**src/rtl/pc_sequencer.sv**
```systemverilog
// Next-PC controller for the pipelined MIPS core.
// Picks the address the PC register loads on the next edge: reset vector,
// sequential fetch, jump/branch target, a redirect buffered during a stall,
// or the current PC (hold). It also raises the IF/ID flush, keeps a sticky
// halt state and saturating fetch/stall statistics counters.
//
//   state | meaning
//   ------+-----------------------------------------------------------
//   BOOT  | first cycle after reset, fetch RESET_VECTOR, flush IF
//   RUN   | normal operation, prioritised next-PC selection
//   HALT  | core halted, PC held, IF flushed, counters frozen
module pc_sequencer #(
    parameter logic [31:0] RESET_VECTOR = 32'h0000_0000,
    parameter int          CNT_W        = 16
) (
    input  logic             clock,
    input  logic             reset,
    input  logic [31:0]      pc,
    input  logic             stall,
    input  logic             jump,
    input  logic [31:0]      jump_target,
    input  logic             branch_taken,
    input  logic [31:0]      branch_target,
    input  logic             halt_req,
    output logic [31:0]      next,
    output logic             if_id_flush,
    output logic             halted,
    output logic [CNT_W-1:0] fetch_count,
    output logic [CNT_W-1:0] stall_count
);

    typedef enum logic [1:0] {
        BOOT = 2'd0,
        RUN  = 2'd1,
        HALT = 2'd2
    } state_t;

    localparam logic [CNT_W-1:0] CNT_MAX = {CNT_W{1'b1}};

    state_t           state_q, state_d;
    logic             pend_valid_q, pend_valid_d;
    logic [31:0]      pend_tgt_q, pend_tgt_d;
    logic [CNT_W-1:0] fetch_cnt_q, fetch_cnt_d;
    logic [CNT_W-1:0] stall_cnt_q, stall_cnt_d;

    logic [31:0]      next_raw;
    logic [31:0]      pc_plus4;
    logic             flush;
    logic             fetch_inc;
    logic             stall_inc;

    // Sequential fetch address, wraps modulo 2^32.
    assign pc_plus4 = pc + 32'd4;

    // State, pending redirect and statistics registers.
    always_ff @(posedge clock or posedge reset) begin
        if (reset) begin
            state_q      <= BOOT;
            pend_valid_q <= 1'b0;
            pend_tgt_q   <= 32'h0000_0000;
            fetch_cnt_q  <= '0;
            stall_cnt_q  <= '0;
        end else begin
            state_q      <= state_d;
            pend_valid_q <= pend_valid_d;
            pend_tgt_q   <= pend_tgt_d;
            fetch_cnt_q  <= fetch_cnt_d;
            stall_cnt_q  <= stall_cnt_d;
        end
    end

    // Next-state, next-PC selection and flush, first match wins in RUN.
    always_comb begin
        state_d      = state_q;
        pend_valid_d = pend_valid_q;
        pend_tgt_d   = pend_tgt_q;
        next_raw     = pc;
        flush        = 1'b0;
        fetch_inc    = 1'b0;
        stall_inc    = 1'b0;

        case (state_q)
            BOOT: begin
                next_raw = RESET_VECTOR;
                flush    = 1'b1;
                state_d  = RUN;
            end
            RUN: begin
                if (halt_req) begin
                    next_raw     = pc;
                    flush        = 1'b1;
                    pend_valid_d = 1'b0;
                    state_d      = HALT;
                end else if (stall) begin
                    next_raw  = pc;
                    stall_inc = 1'b1;
                    // Newest redirect wins; jump outranks a same-cycle branch.
                    if (jump) begin
                        pend_tgt_d   = jump_target;
                        pend_valid_d = 1'b1;
                    end else if (branch_taken) begin
                        pend_tgt_d   = branch_target;
                        pend_valid_d = 1'b1;
                    end
                end else if (pend_valid_q) begin
                    // Redirect inputs this cycle belong to the wrong path.
                    next_raw     = pend_tgt_q;
                    flush        = 1'b1;
                    pend_valid_d = 1'b0;
                    fetch_inc    = 1'b1;
                end else if (jump) begin
                    next_raw  = jump_target;
                    flush     = 1'b1;
                    fetch_inc = 1'b1;
                end else if (branch_taken) begin
                    next_raw  = branch_target;
                    flush     = 1'b1;
                    fetch_inc = 1'b1;
                end else begin
                    next_raw  = pc_plus4;
                    fetch_inc = 1'b1;
                end
            end
            HALT: begin
                next_raw = pc;
                flush    = 1'b1;
            end
            default: begin
                next_raw = RESET_VECTOR;
                flush    = 1'b1;
                state_d  = BOOT;
            end
        endcase
    end

    // Saturating statistics counters.
    always_comb begin
        fetch_cnt_d = fetch_cnt_q;
        stall_cnt_d = stall_cnt_q;
        if (fetch_inc && (fetch_cnt_q != CNT_MAX)) begin
            fetch_cnt_d = fetch_cnt_q + 1'b1;
        end
        if (stall_inc && (stall_cnt_q != CNT_MAX)) begin
            stall_cnt_d = stall_cnt_q + 1'b1;
        end
    end

    // Targets are word-aligned by truncating the low two bits.
    assign next        = next_raw & 32'hFFFF_FFFC;
    assign if_id_flush = flush;
    assign halted      = (state_q == HALT);
    assign fetch_count = fetch_cnt_q;
    assign stall_count = stall_cnt_q;

endmodule

```
**config.mk**
```make
export PLATFORM = sky130hd
export DESIGN_NAME = pc_sequencer
export DESIGN_NICKNAME = d
export VERILOG_FILES = /design/src/rtl/pc_sequencer.sv
export SDC_FILE = /design/constraint.sdc
export NUM_CORES = 1
export LEC_CHECK = 0
export BUFFER_PORTS_ARGS = -buffer_cell sky130_fd_sc_hd__buf_2
export CAP_MARGIN = 20
export CORE_MARGIN = 5
export CORE_UTILIZATION = 45
export CTS_CLUSTER_SIZE = 40
export DETAILED_ROUTE_END_ITERATION = 6
export PLACE_DENSITY = 0.73
export SYNTH_ARGS = -nofsm -noshare
export SYNTH_HDL_FRONTEND = slang
export SYNTH_SLANG_ARGS = --single-unit
```
**constraint.sdc**
```tcl
create_clock -name clock -period 3.7 [get_ports clock]
set_input_delay 0 -clock clock [delete_from_list [all_inputs] [get_ports clock]]
set_output_delay 0 -clock clock [all_outputs]
set_load 0.01 [all_outputs]
```
==> results of run 1 <==
registers in the layout, summed over array words and instances, names as in the netlist:
name and count:
fetch_count 16, pend_tgt_q 30, pend_valid_q 1, stall_count 16, state_q 2
metrics by stage:
stage / setup WS, ps / cell area [sq um]
CTS: 775 / 6500
finish: 726 / 6510
detailed placement: 1140 / 5830
global route: 611 / 6510
floorplan: 1750 / 4950
global placement: 1200 / 5830
synthesized netlist by cell type, types with 3 or more instances:
cell / count
a211oi_1: 4
nor4_2: 3
xor2_1: 18
nand4_1: 15
nor4_1: 6
o31ai_1: 4
nor2_1: 27
o32ai_1: 3
nor3_1: 15
a21o_1: 3
nor2b_1: 3
nand2_1: 86
a21boi_0: 3
a32o_1: 5
a21oi_1: 21
o22ai_1: 7
o21a_1: 7
a31oi_1: 6
mux2i_1: 32
buf_2: 7
a221oi_1: 6
buf_4: 3
a32oi_1: 7
nand3_1: 26
ha_1: 6
a22oi_1: 10
clkbuf_1: 25
a222oi_1: 3
and4_1: 5
xnor2_1: 24
dfrtp_1: 65
nand2b_1: 6
o21ai_0: 68
a22o_1: 4
inv_1: 13
o221ai_1: 5
and3_1: 7
critical path: stages, from the launching register on:
cell and delay [ps]:
dfrtp_1 360, inv_1 80, ha_1 620, nor4bb_2 290, buf_4 300, nand2_1 300, nor2_1 230, a21oi_1 80
o21ai_0 200, buf_2 160
layer usage:
metal  wire (um)  up-vias
li1            -     2620
met4         648        0
met3        1810       53
met2        8130      302
met1        6930     2671
met5           0        -
timing repair:
item                                    in CTS  in global routing
hold buffers                                47                  1
endpoints found under the setup margin       0                  0
hold endpoints to repair                    65                  1
report_power, final:
| part | internal [mW] | switching (mW) | total (mW) |
|---|---|---|---|
| Sequential | 0.710 | 0 | 0.710 |
| Clock | 0.332 | 0.291 | 0.623 |
| Combinational | 0.156 | 0.176 | 0.332 |
| Total | 1.20 | 0.468 | 1.67 |
logic make-up after synthesis:
kind of cell / Yosys count / share of synthesized area
AOI/OAI and AO/OA: 185 / 0.249
and+or+nand+nor: 215 / 0.219
DFF: 65 / 0.329
xor gates and xnor gates: 42 / 0.0744
buffers and inverters: 52 / 0.0438
muxes: 34 / 0.0693
adders and majority gates: 6 / 0.0152
other: 1 / 0.000758
worst max-delay path by stage:
stage,start,to,slack (ps),cells past startpoint
after floorplan,state_q[1]$_DFFE_PP0P_,next[22],1750,7
after global placement,state_q[0]$_DFFE_PP0P_,next[15],1200,9
after detailed placement,state_q[1]$_DFFE_PP0P_,next[15],1140,9
after CTS,state_q[1]$_DFFE_PP0P_,next[15],770,9
after global routing,state_q[1]$_DFFE_PP0P_,next[15],610,9
final,state_q[1]$_DFFE_PP0P_,next[15],730,9
area by class of cell:
| class | instances | area (sq um) |
|---|---|---|
| fillers | 987 | 4280 |
| multi-input cells | 484 | 3120 |
| flip-flops and latches | 65 | 1630 |
| repair buffers | 216 | 1340 |
| well taps | 140 | 175 |
| clock buffers | 12 | 145 |
| clock inverters | 4 | 52.6 |
| inverters | 14 | 52.6 |
==> impl_metrics.env, run 1 <==
export IMPL_status="complete, but fails checks"
export IMPL_violations="negative hold slack"
export IMPL_numCtsBuffers=9
export IMPL_grt_use_total=0.260
export IMPL_path_max_fanout=17
export IMPL_layout_common_cells="159 x buf_2, 86 x nand2_1, 68 x o21ai_0"
export IMPL_crit_path_start_kind="register"
export IMPL_synth_cell_types=72
export IMPL_die_area_sq_um=13200
export IMPL_ys_async_sr_fraction=1.00
export IMPL_vias=5646
export IMPL_crit_type="register to output port"
export IMPL_grt_busiest_layer="met2"
export IMPL_wirelength_mm=17.5
export IMPL_yosysWarnings=0
export IMPL_cts_resized=0
export IMPL_required_ps=3700
export IMPL_antenna_left=0
export IMPL_clockBufferDepth=2
export IMPL_finalHoldViolCount=1
export IMPL_synthToLayoutAreaGrowth_pct=31.7
export IMPL_fmax_mhz=336
export IMPL_cp_arrival_ps=2970
export IMPL_die_height_um=115
export IMPL_hold_depth=3
export IMPL_fin_cells=935
export IMPL_port_buffers=159
export IMPL_ir_worst_vdd_mv=0.177
export IMPL_drt_iter0_markers=604
export IMPL_cellLeakagePower_nw=3.05
export IMPL_initial_core_util=0.458
export IMPL_diodes=0
export IMPL_fin_util=0.603
export IMPL_hold_end="pend_tgt_q[27]$_DFFE_PP0P_"
export IMPL_clock_skew_ps=16.3
export IMPL_grt_pass1_vias=5581
export IMPL_slew_limit_headroom=0.400
export IMPL_worstHoldPathType="input port to register"
export IMPL_synthFlopType="dfrtp_1"
export IMPL_rsz0062_at_grt="no"
export IMPL_nNetsFinal=898
export IMPL_root_buffer="clkbuf_8"
export IMPL_period_needed_ps=2970
export IMPL_routedWlPerCell_um=18.7
export IMPL_gr_usage_met2=0.429
export IMPL_htreeDepth=3
export IMPL_synth_edff_count=0
export IMPL_drc=0
export IMPL_yosysTopAreaCellShare=0.329
export IMPL_syn_area_sq_um=4940
export IMPL_ys_seq_elements=65
export IMPL_post_cts_buffers=0
export IMPL_met3_usage=0.0521
export IMPL_drive_above_1_share=0.255
export IMPL_detail_route_vias_per_cell=6.04
export IMPL_hp_start="branch_target[27]"
export IMPL_clkTransAtPathRegs_ps=70
export IMPL_antenna_found_initial=0
export IMPL_place_gp_congestion=0.944
export IMPL_syn_inst=600
export IMPL_grtUsageMet1=0.325
export IMPL_drv_slew=0
export IMPL_die_w_um=115
export IMPL_clk_latency_ps=350
export IMPL_fin_tns_setup_ps=0
export IMPL_tightest_slew_ps=899
export IMPL_end_kind="output port"
export IMPL_dp_hpwl_mm=12.3
export IMPL_place_inst=871
export IMPL_grt_max_degree=41
export IMPL_clock_sinks=65
export IMPL_drt_pass1_iter_count=5
export IMPL_rr_startpoint="state_q[1]$_DFFE_PP0P_"
export IMPL_powerDensity_nw_per_um2=256
export IMPL_rows=38
export IMPL_seq_area_frac_synth=0.329
export IMPL_synth_area_leaders="dfrtp_1 33%, o21ai_0 6.9%, nand2_1 6.5%, mux2i_1 6.5%, xnor2_1 4.3%"
export IMPL_overflow=0
export IMPL_syn_area_per_cell_sq_um=8.24
export IMPL_r2r_cells=7
export IMPL_cts_tree="yes"
export IMPL_cap_viol_max_count=0
export IMPL_period_share=0.804
export IMPL_timing_rr_end="pend_tgt_q[31]$_DFFE_PP0P_"
export IMPL_final_common_cell="buf_2"
export IMPL_grt_pass1_wl_mm=27.8
export IMPL_core_area_sq_um=10800
export IMPL_io_pins=168
export IMPL_setup_violations_final=0
export IMPL_synth_area_leader_cell="dfrtp_1"
export IMPL_rrSetupSlack_ps=1200
export IMPL_whs_ps=-1.17
export IMPL_power_mw=1.67
No activity file was read; power rests on OpenSTA's default activity.
==> inputs of run 2 (changes only) <==
--- a/config.mk
+++ b/config.mk
@@ -5,13 +5,14 @@
 export SDC_FILE = /design/constraint.sdc
 export NUM_CORES = 1
 export LEC_CHECK = 0
+export ABC_AREA = 1
 export BUFFER_PORTS_ARGS = -buffer_cell sky130_fd_sc_hd__buf_2
 export CAP_MARGIN = 20
 export CORE_MARGIN = 5
 export CORE_UTILIZATION = 45
 export CTS_CLUSTER_SIZE = 40
 export DETAILED_ROUTE_END_ITERATION = 6
-export PLACE_DENSITY = 0.73
+export PLACE_DENSITY = 0.71
 export SYNTH_ARGS = -nofsm -noshare
 export SYNTH_HDL_FRONTEND = slang
 export SYNTH_SLANG_ARGS = --single-unit
==> constraint.sdc (replaced) <==
create_clock -name clock -period 2.75 [get_ports clock]
set_input_delay 0 -clock clock [delete_from_list [all_inputs] [get_ports clock]]
set_output_delay 0 -clock clock [all_outputs]
set_load 0.01 [all_outputs]
==> run 2 against run 1 <==
Against the previous run:
- the flow still finishes with violations (negative hold slack)
- critical path type is now register to register
- clock skew shrank 13 ps
- clock power up 110%
- non-clock buffer count is 21 lower
- critical path depth did not move
- final area is 7.0% higher
- sequential power grew 100%
- flip-flop and latch count unchanged
==> impl_metrics.env, run 2 <==
export IMPL_status="complete, but fails checks"
export IMPL_violations="negative hold slack"
export IMPL_cts_tree="yes"
export IMPL_fin_tns_setup_ps=0
export IMPL_numCtsBuffers=9
export IMPL_rrSetupSlack_ps=330
export IMPL_cellLeakagePower_nw=3.56
export IMPL_slew_limit_headroom=0.467
export IMPL_drive_above_1_share=0.245
export IMPL_post_synth_top_count_cell="nand2_1"
export IMPL_clkTransAtPathRegs_ps=60
export IMPL_antenna_left=0
export IMPL_cap_viol_max_count=0
export IMPL_synthToLayoutAreaGrowth_pct=26.4
export IMPL_syn_inst=870
export IMPL_overflow=0
export IMPL_synth_commonest_cells="243 x nand2_1, 85 x nor2_1, 84 x a21oi_1"
export IMPL_clk_latency_ps=340
export IMPL_ys_seq_elements=65
export IMPL_syn_area_sq_um=5520
export IMPL_post_cts_buffers=0
export IMPL_grt_use_total=0.263
export IMPL_place_gp_congestion=0.944
export IMPL_period_needed_ps=2420
export IMPL_yosysTopAreaCellShare=0.295
export IMPL_rows=40
export IMPL_detail_route_vias_per_cell=5.39
export IMPL_synth_edff_count=0
export IMPL_root_buffer="clkbuf_16"
export IMPL_die_w_um=121
export IMPL_tightest_slew_ps=798
export IMPL_clock_sinks=65
export IMPL_setup_violations_final=0
export IMPL_powerDensity_nw_per_um2=719
export IMPL_seq_area_frac_synth=0.295
export IMPL_synth_area_leader_cell="dfrtp_1"
export IMPL_place_inst=1149
export IMPL_wirelength_mm=19.4
export IMPL_ys_async_sr_fraction=1.00
export IMPL_final_setup_worst_slack_ps=332
export IMPL_synth_area_leaders="dfrtp_1 29%, nand2_1 17%, a21oi_1 7.6%, o21ai_0 5.9%, nor2_1 5.8%"
export IMPL_required_ps=3020
export IMPL_path_max_fanout=36
export IMPL_core_area_sq_um=12000
export IMPL_crit_path_start_kind="register"
export IMPL_clock_skew_ps=3.74
export IMPL_synth_cell_types=44
export IMPL_routedWlPerCell_um=16.4
export IMPL_cp_arrival_ps=2690
export IMPL_vias=6379
export IMPL_grt_pass1_wl_mm=30.4
export IMPL_pre_cts_ws_ps=633
export IMPL_finalHoldViolCount=1
export IMPL_drt_pass1_iter_count=5
export IMPL_die_height_um=121
export IMPL_largest_reg_flops=30
export IMPL_dpl_cell_area_sq_um=6440
export IMPL_final_cell_area_sq_um=6970
export IMPL_io_pins=168
export IMPL_grt_max_degree=41
export IMPL_rsz0062_at_grt="no"
export IMPL_drc=0
export IMPL_drv_slew=0
export IMPL_yosysWarnings=0
export IMPL_fmax_mhz=414
export IMPL_clockBufferDepth=2
export IMPL_die_area_sq_um=14600
export IMPL_final_common_cell="nand2_1"
export IMPL_drt_iter0_markers=609
export IMPL_nNetsFinal=1140
export IMPL_port_buffers=159
export IMPL_worstHoldPathType="input port to register"
export IMPL_crit_type="register to register"
export IMPL_whs_ps=-1.88
export IMPL_power_mw=5.01
export IMPL_dp_hpwl_mm=14.5
export IMPL_end_kind="register"
export IMPL_fin_cells=1184
export IMPL_fin_util=0.580
export IMPL_htreeDepth=3
export IMPL_diodes=0
export IMPL_initial_core_util=0.459
export IMPL_regMostFlops="pend_tgt_q"
export IMPL_syn_area_per_cell_sq_um=6.34
export IMPL_ir_worst_vdd_mv=0.343
export IMPL_synthFlopType="dfrtp_1"
export IMPL_antenna_found_initial=0
export IMPL_layout_common_cells="243 x nand2_1, 159 x buf_2, 85 x nor2_1"
export IMPL_period_share=0.879
export IMPL_grt_pass1_vias=5820
## run 2: path summary, 6_finish.rpt
path | startpoint | end | cells after the start
max in group asynchronous | reset | pend_tgt_q[23]$_DFFE_PP0P_ | 4
min | branch_target[11] | pend_tgt_q[11]$_DFFE_PP0P_ | 3
max reg2reg | state_q[1]$_DFFE_PP0P_ | pend_tgt_q[4]$_DFFE_PP0P_ | 9
min reg2reg | pend_tgt_q[18]$_DFFE_PP0P_ | pend_tgt_q[18]$_DFFE_PP0P_ | 2
max | state_q[1]$_DFFE_PP0P_ | pend_tgt_q[4]$_DFFE_PP0P_ | 9
min in group asynchronous | reset | stall_count[15]$_DFFE_PP0P_ | 3
## run 2: area by class of cell
| type | count | area, sq um |
|---|---|---|
| fillers | 1229 | 5040 |
| multi-input cells | 683 | 3400 |
| flip-flops and latches | 65 | 1630 |
| repair buffers | 195 | 1130 |
| inverters | 78 | 295 |
| clock buffers | 11 | 253 |
| well taps | 147 | 184 |
| clock inverters | 5 | 85.1 |
## run 2: report_power, final
part	switching [mW]	leakage [nW]	total, mW	internal [mW]
clock	0.460	0.163	1.31	0.850
combinational	1.43	2.59	2.29	0.859
sequential	0.168	0.810	1.42	1.25
## run 2: per-layer routing
metal	track usage	wire length, um	share of wire	vias to the layer above
li1	-	-	-	3157
met1	0.348	8360	0.43	2873
met2	0.420	8790	0.45	306
met3	0.0585	1580	0.081	43
met4	0.0992	638	0.033	0
met5	0	0	0	-
## run 2: critical path, stage by stage (launching register included)
cell           delay (ps)
dfrtp_1               380
inv_1                 110
ha_1                  170
inv_1                 180
nor3_2                260
nand2_1               160
inv_4                 290
nor2_1                 80
a31oi_1               140
dlygate4sd3_1         570
## run 2: kinds of logic (layout without fill, tap and decap cells)
family	after synthesis	count (layout)	synth area share
flops	65	65	0.295
buf+inv	123	289	0.0894
simple gates	452	452	0.363
fa+ha+maj	6	6	0.0136
compound gates	193	193	0.191
other cells	1	2	0.000680
xor+xnor	30	30	0.0476
## run 2: what timing repair did
| action | 4_1_cts | 5_1_grt |
|---|---|---|
| hold buffers | 19 | 0 |
| hold endpoints to repair | 41 | 0 |
| setup endpoints to repair | 0 | 6 |
| gates resized for setup | 0 | 2 |
